==> src/rtl/reg_dump_reader.sv <==
// reg_dump_reader
//   Read-side initiator for the register file. A start pulse walks every
//   register selected by the mask, lowest index first. Each register is read
//   in one cycle and then presented as one {addr,data} beat on a valid/ready
//   stream. A read that coincides with a write to the same register is
//   retried, up to RETRY_MAX times. If the collision outlasts the retries, the
//   beat is sent with out_stale set.
// Ports
//   clock, reset_n          clock, synchronous active-low reset
//   start, abort, mask      dump request / cancel / register select
//   ra, read_data           register file read port
//   rf_reg_write, rf_wa,
//   rf_iszero_write         snooped register file write controls
//   out_valid/ready/addr/
//   data/stale/last         beat stream to the debug/trace sink
//   busy, done, aborted     status
module reg_dump_reader #(
  parameter int ADDR_W    = 4,
  parameter int DATA_W    = 16,
  parameter int RETRY_MAX = 3
) (
  input  logic                    clock,
  input  logic                    reset_n,
  input  logic                    start,
  input  logic                    abort,
  input  logic [(1<<ADDR_W)-1:0]  mask,
  output logic [ADDR_W-1:0]       ra,
  input  logic [DATA_W-1:0]       read_data,
  input  logic                    rf_reg_write,
  input  logic [ADDR_W-1:0]       rf_wa,
  input  logic                    rf_iszero_write,
  output logic                    out_valid,
  input  logic                    out_ready,
  output logic [ADDR_W-1:0]       out_addr,
  output logic [DATA_W-1:0]       out_data,
  output logic                    out_stale,
  output logic                    out_last,
  output logic                    busy,
  output logic                    done,
  output logic                    aborted
);
  localparam int DEPTH = 1 << ADDR_W;
  localparam int RW    = (RETRY_MAX < 1) ? 1 : $clog2(RETRY_MAX + 1);

  typedef enum logic [1:0] {IDLE, READ, SEND, DONE} state_e;

  typedef struct packed {
    logic [ADDR_W-1:0] addr;
    logic [DATA_W-1:0] data;
    logic              stale;
    logic              last;
  } beat_t;

  state_e            state_q, state_d;
  logic [DEPTH-1:0]  mask_q, mask_d;
  logic [ADDR_W-1:0] ra_q, ra_d;
  logic [RW-1:0]     retry_q, retry_d;
  beat_t             beat_q, beat_d;
  logic              aborted_q, aborted_d;

  logic [DEPTH-1:0]  higher;
  logic              has_higher;
  logic              collide;

  // Priority pick: index of the lowest set bit.
  function automatic logic [ADDR_W-1:0] lowest(input logic [DEPTH-1:0] v);
    lowest = '0;
    for (int i = DEPTH - 1; i >= 0; i--)
      if (v[i]) lowest = ADDR_W'(i);
  endfunction

  // Mask bits strictly above the register being handled.
  always_comb begin
    higher = '0;
    for (int i = 0; i < DEPTH; i++)
      higher[i] = mask_q[i] && (ADDR_W'(i) > ra_q);
  end
  assign has_higher = |higher;

  // Reg 0 is never written through the normal port, and reg 3 is written by
  // the iszero path instead, so only those sources can tear a read.
  assign collide = (rf_reg_write && (rf_wa == ra_q) && (ra_q != '0) && (ra_q != ADDR_W'(3)))
                || (rf_iszero_write && (ra_q == ADDR_W'(3)));

  always_comb begin
    state_d   = state_q;
    mask_d    = mask_q;
    ra_d      = ra_q;
    retry_d   = retry_q;
    beat_d    = beat_q;
    aborted_d = 1'b0;
    case (state_q)
      IDLE: if (start) begin
        if (|mask) begin
          mask_d  = mask;
          ra_d    = lowest(mask);
          state_d = READ;
        end else begin
          state_d = DONE;
        end
      end
      READ: if (collide && (retry_q < RW'(RETRY_MAX))) begin
        retry_d = RW'(retry_q + 1'b1);
      end else begin
        beat_d.addr  = ra_q;
        beat_d.data  = read_data;
        beat_d.stale = collide;
        beat_d.last  = !has_higher;
        retry_d      = '0;
        state_d      = SEND;
      end
      SEND: if (out_ready) begin
        if (has_higher) begin
          ra_d    = lowest(higher);
          state_d = READ;
        end else begin
          state_d = DONE;
        end
      end
      DONE: state_d = IDLE;
      default: state_d = IDLE;
    endcase
    // Abort overrides everything, including a handshake in the same cycle.
    if (abort && (state_q != IDLE)) begin
      state_d   = IDLE;
      retry_d   = '0;
      aborted_d = 1'b1;
    end
  end

  always_ff @(posedge clock) begin
    if (!reset_n) begin
      state_q   <= IDLE;
      mask_q    <= '0;
      ra_q      <= '0;
      retry_q   <= '0;
      beat_q    <= '0;
      aborted_q <= 1'b0;
    end else begin
      state_q   <= state_d;
      mask_q    <= mask_d;
      ra_q      <= ra_d;
      retry_q   <= retry_d;
      beat_q    <= beat_d;
      aborted_q <= aborted_d;
    end
  end

  assign ra        = ra_q;
  assign out_valid = (state_q == SEND);
  assign out_addr  = beat_q.addr;
  assign out_data  = beat_q.data;
  assign out_stale = beat_q.stale;
  assign out_last  = beat_q.last;
  assign busy      = (state_q != IDLE);
  // An abort arriving in DONE cancels the completion pulse.
  assign done      = (state_q == DONE) && !abort;
  assign aborted   = aborted_q;
endmodule

==> config.mk <==
export PLATFORM = sky130hd
export DESIGN_NAME = reg_dump_reader
export DESIGN_NICKNAME = d
export VERILOG_FILES = /design/src/rtl/reg_dump_reader.sv
export SDC_FILE = /design/constraint.sdc
export NUM_CORES = 1
export LEC_CHECK = 0
export ABC_CLOCK_PERIOD_IN_PS = 1670
export CORE_MARGIN = 2
export CORE_UTILIZATION = 44
export CTS_CLUSTER_DIAMETER = 30
export DETAILED_ROUTE_END_ITERATION = 10
export PLACE_DENSITY = 0.88
export SLEW_MARGIN = 20
export SYNTH_ARGS = -nofsm -noshare
export SYNTH_HDL_FRONTEND = slang
export SYNTH_SLANG_ARGS = --single-unit
==> constraint.sdc <==
create_clock -name clock -period 1.67 [get_ports clock]
set_clock_uncertainty 0.2 [all_clocks]
set_input_delay 0.334 -clock clock [delete_from_list [all_inputs] [get_ports clock]]
set_output_delay 0.334 -clock clock [all_outputs]
set_load 0.05 [all_outputs]
-- After elaboration in Yosys (flattened, before gate mapping)
Index checks and enable logic that the tools add are counted.
- register bits after elaboration: 47
- output and inout port bits: 30
- logic and storage cells: 122
- add/subtract/negate cells: 1
- $lt $le $gt $ge: 17
- equal/unequal tests: 11
- muxes and demuxes: 45
- bitwise logic cells: 2
- reductions and logical operators: 37
- operators with widths (cell ; number):
    $mux W4 ; 36
    $gt A4 B4 Y1 const A ; 8
    $reduce_or A16 Y1 ; 2
    $logic_and A1 B1 Y1 ; 23
    $gt A3 B4 Y1 const A ; 4
    $mux W2 ; 6
    $gt A1 B4 Y1 const A ; 2
    $gt A2 B4 Y1 const A ; 2
    $pmux W2 S4 ; 1
    $pmux W4 S2 ; 1
    $ne A2 B2 Y1 const B ; 3
    $reduce_and A3 Y1 ; 2
    $reduce_and A5 Y1 ; 1
    $eq A2 B2 Y1 const B ; 2
    $eq A4 B2 Y1 const B ; 1
    $eq A4 B4 Y1 ; 1
    $ne A2 B1 Y1 const B ; 2
    $ne A4 B2 Y1 const B ; 1
    $reduce_bool A2 Y1 ; 2
    $reduce_bool A4 Y1 ; 1
    $add A2 B1 Y2 const B ; 1
    $eq A2 B1 Y1 const B ; 1
    $logic_not A1 Y1 ; 2
    $logic_not A2 Y1 ; 1
    6 further kinds ; 7

-- Logic depth before layout (Yosys ltp)
Gate-level depths: netlist of the first run.
- depth in word-level cells: 21
- depth in mapped cells: 8
- mapped depth without buffers: 6

-- Worst setup path before layout of the first run
Ideal clock, no wire load.
- path type: register -> register
- start: reg ra_q[3], in the netlist ra[3]
- end: reg state_q[1]
- library setup time: 103 ps
- arrival time: 1937 ps
- path slack: -570 ps
- cell stages (with the launch flop): 9
- buffers on the path: 2
- cell sequence: dfxtp_1 > buf_6 > buf_8 > nand3_1 > a22oi_2 > and4bb_4 > and2_4 > nand2_2 > a2111oi_2
- longest elaborated chain between the ends: 8
- elaborated cells on any way between the ends: 48
- RTL lines (item ; line ; source):
    start: declaration ; 56 ; logic [ADDR_W-1:0] ra_q, ra_d;
    start signal: assignment ; 142 ; ra_q <= ra_d;
    branches (longest 8 deep; another with $gt A1 B4 Y1) ; - ;
    end signal: assignment ; 140 ; state_q <= state_d;
    end: declaration ; 54 ; state_e state_q, state_d;
Parallel ways; which one is timed is not known. The select of a mux whose other input is x is not followed.
A chain may end at the register's enable or synchronous reset.

-- Worst setup path in the final report of the first run
- start: reg ra_q[1], in the netlist ra[1]
- end: reg beat_q, in the netlist out_addr[1]
- longest elaborated chain between the ends: 8
- elaborated cells on any way between the ends: 12
- RTL lines (item ; line ; source):
    $eq A4 B4 Y1 ; 82 ; assign collide = (rf_reg_write && (rf_wa == ra_q) && (ra_q != '0) && (ra_q != ADDR_W'(3)))
    $logic_and A1 B1 Y1 (3 in series) ; 82 ;
    $logic_or A1 B1 Y1 ; 83 ; || (rf_iszero_write && (ra_q == ADDR_W'(3)));
    $logic_and A1 B1 Y1 ; 102 ; READ: if (collide && (retry_q < RW'(RETRY_MAX))) begin
    $not A1 Y1 (no source line) ; - ;
    $reduce_and A2 Y1 (no source line) ; - ;
    end signal: assignment ; 144 ; beat_q <= beat_d;
    end: declaration ; 58 ; beat_t beat_q, beat_d;
Several ways; a longest one is shown, not always the timed one.

==> results of run 1 <==
[worst max-delay path, cell delays in order (launching register included)]
cell and delay (ns):
dfxtp_4 0.43, buf_6 0.14, buf_6 0.11, nand2_4 0.04, o22ai_2 0.14, a41oi_2 0.18, o21ai_4 0.25, buf_12 0.19
mux2i_2 0.36, nor2b_1 0.08
[cell families after synthesis]
kind of cell | count (synthesis) | share of synthesized area [%]
AOI/OAI and AO/OA | 66 | 19.6
muxes | 34 | 12.7
adders and majority gates | 1 | 0.467
DFF | 46 | 34.4
xor gates and xnor gates | 3 | 0.982
buffers and inverters | 28 | 6.45
and+or+nand+nor | 117 | 25.4
[final timing paths]
check	endpoint	slack (ns)	cells past startpoint
max	out_addr[1]$_SDFFE_PN0P_	-0.58	9
min	mask_q[13]$_SDFFE_PN0P_	0.24	4
min reg2reg	out_last$_SDFFE_PN0P_	0.33	2
max reg2reg	out_addr[1]$_SDFFE_PN0P_	-0.58	9
[cells in the mapped netlist, types with 2 or more instances]
| cell type | n | area, um^2 |
|---|---|---|
| dfxtp_1 | 46 | 921 |
| nor2b_1 | 37 | 231 |
| mux2i_1 | 34 | 340 |
| nor2_1 | 24 | 90.1 |
| nand2_1 | 15 | 56.3 |
| inv_1 | 12 | 45.0 |
| a21oi_1 | 11 | 55.1 |
| nand2b_1 | 9 | 56.3 |
| buf_6 | 7 | 78.8 |
| a31oi_1 | 6 | 37.5 |
| a221oi_1 | 5 | 43.8 |
| clkbuf_1 | 5 | 18.8 |
| nand3_1 | 5 | 25.0 |
| nor3_1 | 4 | 20.0 |
| o21ai_0 | 4 | 20.0 |
| o21ai_1 | 4 | 20.0 |
| a21boi_1 | 3 | 22.5 |
| buf_2 | 3 | 15.0 |
| nor4_2 | 3 | 37.5 |
| o21bai_1 | 3 | 22.5 |
| o2bb2ai_1 | 3 | 26.3 |
| o31ai_1 | 3 | 22.5 |
| a211oi_1 | 2 | 15.0 |
| a21o_1 | 2 | 15.0 |
| nand4_1 | 2 | 12.5 |
| nor2_2 | 2 | 12.5 |
| nor4_1 | 2 | 12.5 |
| o22ai_1 | 2 | 12.5 |
| xor2_1 | 2 | 17.5 |
[per-stage QoR]
stage               utilization, %  hold WS, ns
floorplan                        -        0.248
global placement              73.2        0.261
detailed placement            73.2        0.291
CTS                           83.2        0.192
global route                  85.3        0.262
finish                        85.3        0.241
[what timing repair did]
action / in CTS / in global routing
cloned: 3 / 1
pin swaps: 19 / 21
hold buffers: 0 / 0
buffers inserted: 25 / 14
resized for setup: 98 / 49
endpoints found under the setup margin: 47 / 49
[state kept, by name (all words and copies together) (netlist names)]
| signal | cells |
|---|---|
| aborted | 1 |
| mask_q | 15 |
| out_addr | 4 |
| out_data | 16 |
| out_last | 1 |
| out_stale | 1 |
| ra | 4 |
| retry_q | 2 |
| state_q | 2 |
[layout make-up]
cell class              count  area (um^2)  share of cell area, %
clock inverters             1         8.76                  0.174
multi-input cells         221         1870                   37.2
flip-flops and latches     46          943                   18.8
repair buffers            180         1970                   39.3
clock buffers               7         86.3                   1.72
inverters                  12         50.0                  0.997
well taps                  75         93.8                   1.87
[layout by cell type, fill, tap and decap left out, drive strengths merged, types with 8 or more instances in the layout]
| master | instances |
|---|---|
| nand2 | 16 |
| mux2i | 34 |
| clkdlybuf4s50 | 26 |
| nand2b | 9 |
| inv | 13 |
| nor2 | 26 |
| a21oi | 11 |
| buf | 146 |
| o21ai | 9 |
| dfxtp | 46 |
| nor2b | 37 |
| a31oi | 8 |
| clkbuf | 13 |
[layer usage]
| layer | track usage (%) | share of wire, % |
|---|---|---|
| met1 | 41.3 | 35 |
| met2 | 60.0 | 48 |
| met3 | 10.4 | 11 |
| met4 | 23.0 | 7.2 |
| met5 | 0 | 0 |
[power by group through the flow]
| stage | logic [mW] | clock network, mW | registers (mW) |
|---|---|---|---|
| after floorplan | 0.507 | 0 | 1.36 |
| after global placement | 1.17 | 0 | 1.26 |
| after detailed placement | 1.23 | 0 | 1.27 |
| after CTS | 1.45 | 0.750 | 1.24 |
| after global routing | 1.67 | 0.815 | 1.26 |
| final | 1.63 | 0.796 | 1.26 |
==> impl_metrics.py, run 1 <==
metrics = {
    "status": {
        "status": "finished with violations",
        "violations": "setup timing",
    },
    "floorplan": {
        "io_pins": 73,
        "initial_core_util_pct": 45.5,
        "die_width_um": 82.0,
        "fp.coreArea_mm2": 0.00589,
        "rows": 28,
        "die_area_mm2": 0.00672,
        "die_h_um": 82.0,
    },
    "logic_synthesis": {
        "synthArstFlopShare_pct": 0,
        "ys_ff_latch": 46,
        "netlist_area_mm2": 0.00268,
        "synth_sequential_area_ratio_pct": 34.4,
        "synth_ff_type": "dfxtp_1",
        "syn_area_per_cell_um2": 9.07,
        "yosys_warnings": 0,
        "syn_nets": 339,
        "synth_edf_count": 0,
        "syn_inst": 295,
        "synth_cell_types": 64,
    },
    "cts": {
        "cts-root-buf": "clkbuf_8",
        "htreeDepth": 2,
        "cts.sinks": 46,
        "insertion_delay_ns": 0.32,
        "clkSlewWorstSetupHoldPaths_ns": 0.10,
        "cts_buffers": 5,
        "cts_tree": "yes",
        "clockBufferDepth": 2,
    },
    "final_layout": {
        "layout-drive-gt1-share_pct": 48.6,
        "final_nets": 510,
        "nFillCells": 294,
        "diodes": 0,
        "stdcell_count": 542,
        "postLayoutCellArea_mm2": 0.00502,
        "areaGrowthSynthToFinish_pct": 87.7,
    },
    "global_route": {
        "track_usage_pct": 36.5,
        "grt_pass1_vias": 3349,
        "grt_max_degree": 24,
        "grt_pass1_wl_mm": 18.1,
        "grt-ovfl-total": 0,
        "antenna_found_initial": 0,
    },
    "routing": {
        "wl_mm": 13.0,
        "drt_iter0_drc": 416,
        "first_pass_iters": 5,
        "wl_per_cell_um": 23.9,
        "drc_errors": 0,
        "vias_per_cell": 6.27,
        "ant_nets": 0,
        "vias": 3397,
    },
    "power_and_ir_drop": {
        "clockPowerShare_pct": 21.6,
        "swShare_pct": 36.5,
        "p_comb_share_pct": 44.3,
        "leakage_nw": 2.16,
        "powerDensity_mw_per_mm2": 733,
        "pwr-share-seq_pct": 34.1,
        "ir_worst_vdd_v": 0.000721,
        "power.internal_mw": 2.34,
        "switchingPower_mw": 1.34,
        "total_power_mw": 3.68,
    },
    "critical_path": {
        "worstPathMaxFanout": 11,
        "start_kind": "flip-flop",
        "startpoint": "ra[1]$_SDFFE_PN0P_",
        "rr_startpoint": "ra[1]$_SDFFE_PN0P_",
        "worstPathRequired_ns": 1.68,
        "cp.arrival_ns": 2.26,
        "crit_type": "reg -> reg",
        "setup.worst_path.end_class": "flip-flop",
    },
    "sta": {
        "slew_viol_final": 0,
        "post-route-min-period_ns": 2.25,
        "setup_tns_ns": -12.90,
        "finalWorstSetupSlack_ns": -0.585,
        "fin_crit_sh_pct": 135,
        "slew_headroom_pct": 70.1,
        "hold_violations": 0,
        "rsz0062_at_grt": "yes",
        "max_freq_mhz": 444,
        "setup_violations": 34,
        "worstMarginPinSlew_ns": 0.449,
    },
    "placement": {
        "post-place-cells": 497,
        "dp_slack_ns": -0.831,
        "port_buffers": 72,
        "placedInstanceArea_mm2": 0.00431,
        "routabilityCongestion": 0.971,
        "dp_hpwl_mm": 6.71,
    },
    "hold_path": {
        "hold_start": "mask[13]",
        "hold_class": "in -> reg",
    },
    "run": {
        "max_cap_viol_count": 0,
    },
}
(Power assumes the default switching activity.)
==> run 2, diff against run 1 <==
--- a/config.mk
+++ b/config.mk
@@ -10,6 +10,7 @@
 export CORE_UTILIZATION = 44
 export CTS_CLUSTER_DIAMETER = 30
 export DETAILED_ROUTE_END_ITERATION = 10
+export GPL_TIMING_DRIVEN = 0
 export PLACE_DENSITY = 0.88
 export SLEW_MARGIN = 20
 export SYNTH_ARGS = -nofsm -noshare
==> run 2 against run 1 <==
Effect of this change:
- via count decreased by 17%
- critical path depth is 2 lower
- clock power down 16%
- design area is 15% lower
- register-to-register slack improved by 0.13 ns
- sequential share of layout area rose by 3.3 points
- the flow still finishes with violations (setup timing)
- die area unchanged
- sequential power about the same
- critical path type unchanged
- total power fell by 14%
- sequential cell count unchanged
==> impl_metrics.py, run 2 (synthesized netlist as in run 1, its figures left out) <==
metrics = {
    "status": {
        "status": "finished with violations",
        "violations": "setup timing",
    },
    "power_and_ir_drop": {
        "switchingPower_mw": 1.09,
        "power.internal_mw": 2.07,
        "leakage_nw": 1.79,
        "pwr-share-seq_pct": 39.3,
        "swShare_pct": 34.6,
        "ir_worst_vdd_v": 0.000507,
        "clockPowerShare_pct": 21.2,
        "powerDensity_mw_per_mm2": 737,
        "p_comb_share_pct": 39.5,
    },
    "routing": {
        "vias": 2808,
        "drt_iter0_drc": 228,
        "vias_per_cell": 5.75,
        "first_pass_iters": 5,
        "drc_errors": 0,
        "ant_nets": 0,
        "wl_per_cell_um": 18.0,
        "wl_mm": 8.80,
    },
    "cts": {
        "cts-root-buf": "clkbuf_8",
        "cts_tree": "yes",
        "cts_buffers": 5,
        "cts.sinks": 46,
        "insertion_delay_ns": 0.29,
        "htreeDepth": 2,
        "cts_hold_buffers": 0,
        "clockBufferDepth": 2,
        "clkSlewWorstSetupHoldPaths_ns": 0.09,
    },
    "floorplan": {
        "io_pins": 73,
        "die_width_um": 82.0,
        "die_area_mm2": 0.00672,
        "initial_core_util_pct": 45.5,
        "rows": 28,
        "die_h_um": 82.0,
        "fp.coreArea_mm2": 0.00589,
    },
    "sta": {
        "worstMarginPinSlew_ns": 0.483,
        "hold_ws_ns": 0.111,
        "slew_headroom_pct": 67.9,
        "slew_viol_final": 0,
        "hold_violations": 0,
        "rsz0062_at_grt": "yes",
        "max_freq_mhz": 470,
        "setup_violations": 33,
        "finalWorstSetupSlack_ns": -0.459,
        "fin_crit_sh_pct": 127,
        "post-route-min-period_ns": 2.13,
    },
    "final_layout": {
        "multi_input_area_mm2": 0.00182,
        "postLayoutCellArea_mm2": 0.00429,
        "layout_commonest_cell": "dfxtp_1",
        "areaGrowthSynthToFinish_pct": 60.2,
        "layout-drive-gt1-share_pct": 37.3,
        "largest_reg_flops": 16,
        "nFillCells": 414,
        "diodes": 0,
        "final_nets": 456,
        "seqCellArea_um2": 945,
        "layout_common_cells": "dfxtp_1, nor2b_1, mux2i_1, buf_4, clkdlybuf4s15_2",
    },
    "critical_path": {
        "worstPathRequired_ns": 1.68,
        "worstPathMaxFanout": 10,
        "setup.worst_path.end_class": "flip-flop",
        "cp.arrival_ns": 2.14,
        "start_kind": "flip-flop",
        "crit_type": "reg -> reg",
    },
    "global_route": {
        "grt_max_degree": 15,
        "track_usage_pct": 24.4,
        "grt_pass1_wl_mm": 12.6,
        "antenna_found_initial": 0,
        "grt-ovfl-total": 0,
        "grt_pass1_vias": 2592,
    },
    "hold_path": {
        "hold_class": "in -> reg",
    },
    "placement": {
        "dp_hpwl_mm": 5.44,
        "placedInstanceArea_mm2": 0.00353,
        "routabilityCongestion": 0.868,
        "port_buffers": 72,
    },
    "run": {
        "max_cap_viol_count": 0,
    },
}
run 2: cell types whose count changed in the layout (fill, tap and decap cells not counted), moves of 4 or more:
cell	before	now
mux2i_1	26	32
buf_6	20	15
clkbuf_1	1	5
buf_4	79	30
clkdlybuf4s15_2	0	25
mux2i_2	7	2
buf_8	2	9
buf_12	38	1
run 2: what timing repair did:
item | CTS | global route
buffers inserted | 23 | 13
gates cloned | 2 | 2
pin swaps | 18 | 17
resized for setup | 189 | 52
setup endpoints to repair | 74 | 51
run 2: per-stage QoR:
stage	util, %	setup slack, ns	instances	setup TNS, ns	power, mW
6_report	72.8	-0.459	488	-9.60	3.16
5_1_grt	72.8	-0.507	488	-11.94	3.29
4_1_cts	68.4	-0.344	474	-8.52	3.01
3_5_place_dp	59.9	-0.934	442	-35.53	2.19
3_3_place_gp	59.9	-0.913	442	-33.60	2.16
2_1_floorplan	-	-0.286	295	-7.41	1.87
run 2: critical path, stage by stage, from the launching register on:
cell and delay, ns:
dfxtp_4 0.39, buf_6 0.16, nor2_4 0.16, a31oi_2 0.16, and2b_2 0.27, a31oi_4 0.31, nand4_1 0.18, o22ai_1 0.22
run 2: final timing paths:
kind	slack, ns	endpoint	start	depth (start not counted)
hold / removal	0.11	mask_q[1]$_SDFFE_PN0P_	mask[1]	3
setup / recovery	-0.46	ra[0]$_SDFFE_PN0P_	ra[0]$_SDFFE_PN0P_	7
hold reg to reg	0.28	out_last$_SDFFE_PN0P_	out_last$_SDFFE_PN0P_	2
setup reg to reg	-0.46	ra[0]$_SDFFE_PN0P_	ra[0]$_SDFFE_PN0P_	7
run 2: power by group through the flow:
stage | clock network (mW) | logic (mW) | registers (mW)
6_report | 0.670 | 1.25 | 1.24
5_1_grt | 0.731 | 1.31 | 1.25
4_1_cts | 0.680 | 1.09 | 1.24
3_5_place_dp | 0 | 0.934 | 1.25
3_3_place_gp | 0 | 0.914 | 1.25
2_1_floorplan | 0 | 0.507 | 1.36
run 2: final cells by class:
class | count | area share, %
Clock buffer | 6 | 1.69
Multi-Input combinational cell | 221 | 42.4
Clock inverter | 2 | 0.321
Timing Repair Buffer | 111 | 26.6
Tap cell | 75 | 2.19
Buffer | 15 | 3.53
Sequential cell | 46 | 22.0
Inverter | 12 | 1.17
run 2: per-layer routing:
metal  wire length, um  vias up  GRT usage, %
met1              3570     1330          31.4
met2              4450      161          41.7
met5                 0        -             0
li1                  -     1291             -
met4               212        0          8.17
met3               563       26          3.41
==> run 3, diff against run 2 <==
--- a/config.mk
+++ b/config.mk
@@ -8,11 +8,11 @@
 export ABC_CLOCK_PERIOD_IN_PS = 1670
 export CORE_MARGIN = 2
 export CORE_UTILIZATION = 44
-export CTS_CLUSTER_DIAMETER = 30
+export CTS_CLUSTER_DIAMETER = 80
 export DETAILED_ROUTE_END_ITERATION = 10
 export GPL_TIMING_DRIVEN = 0
 export PLACE_DENSITY = 0.88
-export SLEW_MARGIN = 20
+export SLEW_MARGIN = 5
 export SYNTH_ARGS = -nofsm -noshare
 export SYNTH_HDL_FRONTEND = slang
 export SYNTH_SLANG_ARGS = --single-unit
==> results of run 3 <==
Final layout, timing and power as in run 2 (identical DEF).
==> edit (flow settings as in run 2) <==
Re-encode `state_e` (4 states) as one-hot, 4 bits wide.
--- a/src/rtl/reg_dump_reader.sv
+++ b/src/rtl/reg_dump_reader.sv
@@ -44,3 +44,3 @@
 
-  typedef enum logic [1:0] {IDLE, READ, SEND, DONE} state_e;
+  typedef enum logic [3:0] {IDLE = 4'b0001, READ = 4'b0010, SEND = 4'b0100, DONE = 4'b1000} state_e;
 
Formal check against the unedited RTL: no difference found for any inputs over 4 cycles, from zero or initial values and one cycle with reset_n low; so few cycles prove little.
==> edit against run 2 <==
- the flow still finishes with violations (setup timing)
- highest routed layer unchanged
- global-route usage is 5.3 points higher
- non-clock buffer count is 27 higher
- critical path depth stayed put
- sequential cell count is 2 higher
- routed wire length is 48% higher
- worst setup slack worse by 0.0072 ns
- largest cell class unchanged
- total power is 0.31% higher
- cell area is 13% higher
- utilization is 8.8 points higher
- synthesized area is 1.3% higher
==> edit: results (changes against run 2) <==
Status -> finished with violations (unchanged)
Failing checks -> setup timing (unchanged)
Worst VDD drop -> 0.436 mV (was 0.507 mV)
TritonCTS buffer count -> 5 (unchanged)
Number of global-route vias before repair -> 3,112 (was 2,592)
Placer Congestion -> 0.896 (was 0.868)
Initial antenna violation count -> 0 (unchanged)
ANT cells -> 0 (unchanged)
Global-route wire length before repair -> 15.2 mm (was 12.6 mm)
Fraction of registers with async set/reset -> 0% (unchanged)
Largest net degree at the start of global routing -> 16 (was 15)
IO buf count -> 71 (was 72)
Tightest Pin Transition -> 0.711 ns (was 0.483 ns)
Complex-gate fraction of the synthesized area -> 26.7% (was 19.6%)
Largest area contributor in the netlist -> dfxtp_1 (unchanged)
Seq/Total Area, Yosys -> 35.5% (was 34.4%)
DRT met1 WL -> 4.67 mm (was 3.57 mm)
Drt initial violations -> 440 (was 228)
Hold Path Class -> in -> reg (unchanged)
HPWL after DPL -> 6.14 mm (was 5.44 mm)
Setup-failing EPs final -> 52 (was 33)
WL met3 -> 1.25 mm (was 563 microns)
Worst setup margin -> -0.466 ns (was -0.459 ns)
List of most frequent post-synthesis cells -> dfxtp_1, nor2_1, a21oi_1, o21ai_0, nand3_1 (was dfxtp_1, nor2b_1, mux2i_1)
Syn nets -> 367 (was 339)
Adder-Cell Fraction of Synth Area -> 0.462% (was 0.468%)
Clk_lat worst skew -> 0.32 ns (was 0.29 ns)
Leak -> 1.81 nW (was 1.79 nW)
Pre-antenna DRT Iters -> 5 (unchanged)
Yosys cell types -> 62 (was 64)
Mux contribution to synthesized area -> 5.91% (was 12.7%)
FF-to-FF setup slack -> -0.47 ns
Setup tns final -> -14.62 ns (was -9.60 ns)
All-Layer GR Usage -> 29.7% (was 24.4%)
Wire length per cell -> 24.2 microns (was 18.0 microns)
Clock Tree Root -> clkbuf_8 (unchanged)
Reg2Reg Depth -> 7 (unchanged)
CP Max Fanout -> 5 (was 10)
Layout cells sized above 1 -> 50.0% (was 37.3%)
DR vias -> 3,568 (was 2,808)
Met2 Routed Length -> 6.07 mm (was 4.45 mm)
Max reg flops -> 16 (unchanged)
Critical path arrival -> 2.14 ns (about the same)
Critical path endpoint category -> flip-flop (unchanged)
Critical R2R Capture -> state_q[3]$_SDFFE_PP0P_ (was ra[0]$_SDFFE_PN0P_)
Number of H-tree levels -> 2 (unchanged)
Worst-path clk slew -> 0.11 ns (was 0.09 ns)
Final nets -> 505 (was 456)
Largest cells by area after synthesis -> dfxtp_1, mux2i_1, a21oi_1, o21ai_0, nor2_1 (was dfxtp_1, mux2i_1, nor2b_1, nor2_1, buf_6)
FF-to-FF Start -> state_q[1]$_SDFFE_PP0P_ (was ra[0]$_SDFFE_PN0P_)
Clk buf depth -> 2 (unchanged)
Setup crit start kind -> flip-flop (unchanged)
Post-synthesis xor/xnor area fraction -> 1.29% (was 0.982%)
Top Layer Used -> met4 (unchanged)
[edit: routing by layer]
| layer | vias up | track usage, % |
|---|---|---|
| li1 | 1459 | - |
| met1 | 1668 | 35.4 |
| met2 | 325 | 51.0 |
| met3 | 116 | 6.20 |
| met4 | 0 | 13.3 |
| met5 | - | 0 |
[edit: repair_timing]
item	CTS	global route
endpoints found under the setup margin	77	53
buffers inserted	36	20
gates cloned	4	1
gates resized for setup	189	93
pin swaps	17	40
hold buffers	0	0
[edit: worst min path at each step]
stage / from / to / slack, ns / depth (start not counted)
floorplan: retry_q[0]$_SDFFE_PP0P_ / retry_q[0]$_SDFFE_PP0P_ / 0.25 / 1
global placement: out_last$_SDFFE_PN0P_ / out_last$_SDFFE_PN0P_ / 0.24 / 2
detailed placement: out_last$_SDFFE_PN0P_ / out_last$_SDFFE_PN0P_ / 0.25 / 2
CTS: mask[9] / mask_q[9]$_SDFFE_PN0P_ / 0.08 / 3
global route: mask[9] / mask_q[9]$_SDFFE_PN0P_ / 0.10 / 3
finish: mask[9] / mask_q[9]$_SDFFE_PN0P_ / 0.08 / 3
[edit: critical path: stages, from the launching register on]
cell	delay, ns
dfxtp_2	0.38
nor4b_4	0.38
buf_4	0.22
o31ai_4	0.08
nand4b_4	0.21
nor2_1	0.18
a31oi_1	0.08
a311oi_1	0.29
[edit: cell families (layout without fill, tap and decap cells)]
| family | after synthesis | after routing |
|---|---|---|
| mux | 16 | 16 |
| fa+ha+maj | 1 | 1 |
| simple gates | 116 | 116 |
| buf+inv | 33 | 172 |
| compound gates | 105 | 105 |
| flops | 48 | 48 |
| xor+xnor | 4 | 4 |
[edit: final cells by class]
type / count / area (sq um)
Timing Repair Buffer: 131 / 1290
Buffer: 22 / 239
Clock inverter: 1 / 8.76
Inverter: 11 / 43.8
Fill cell: 300 / 1080
Tap cell: 75 / 93.8
Multi-Input combinational cell: 242 / 2090
Sequential cell: 48 / 988
Clock buffer: 7 / 86.3
[edit: stage by stage]
step	hold WS [ns]	cell area [sq um]	worst slack, ns	instances
CTS	0.0800	4370	-0.345	517
floorplan	0.246	2880	-0.295	323
finish	0.0763	4840	-0.466	537
global route	0.104	4840	-0.520	537
detailed placement	0.254	3680	-0.909	469
global placement	0.240	3680	-0.882	469
[edit: report_power, final]
group          leakage, nW  switching (mW)  internal, mW
clock network       0.0484           0.440         0.341
logic                 1.36           0.600         0.528
registers            0.395          0.0682          1.19
total                 1.81            1.11          2.06
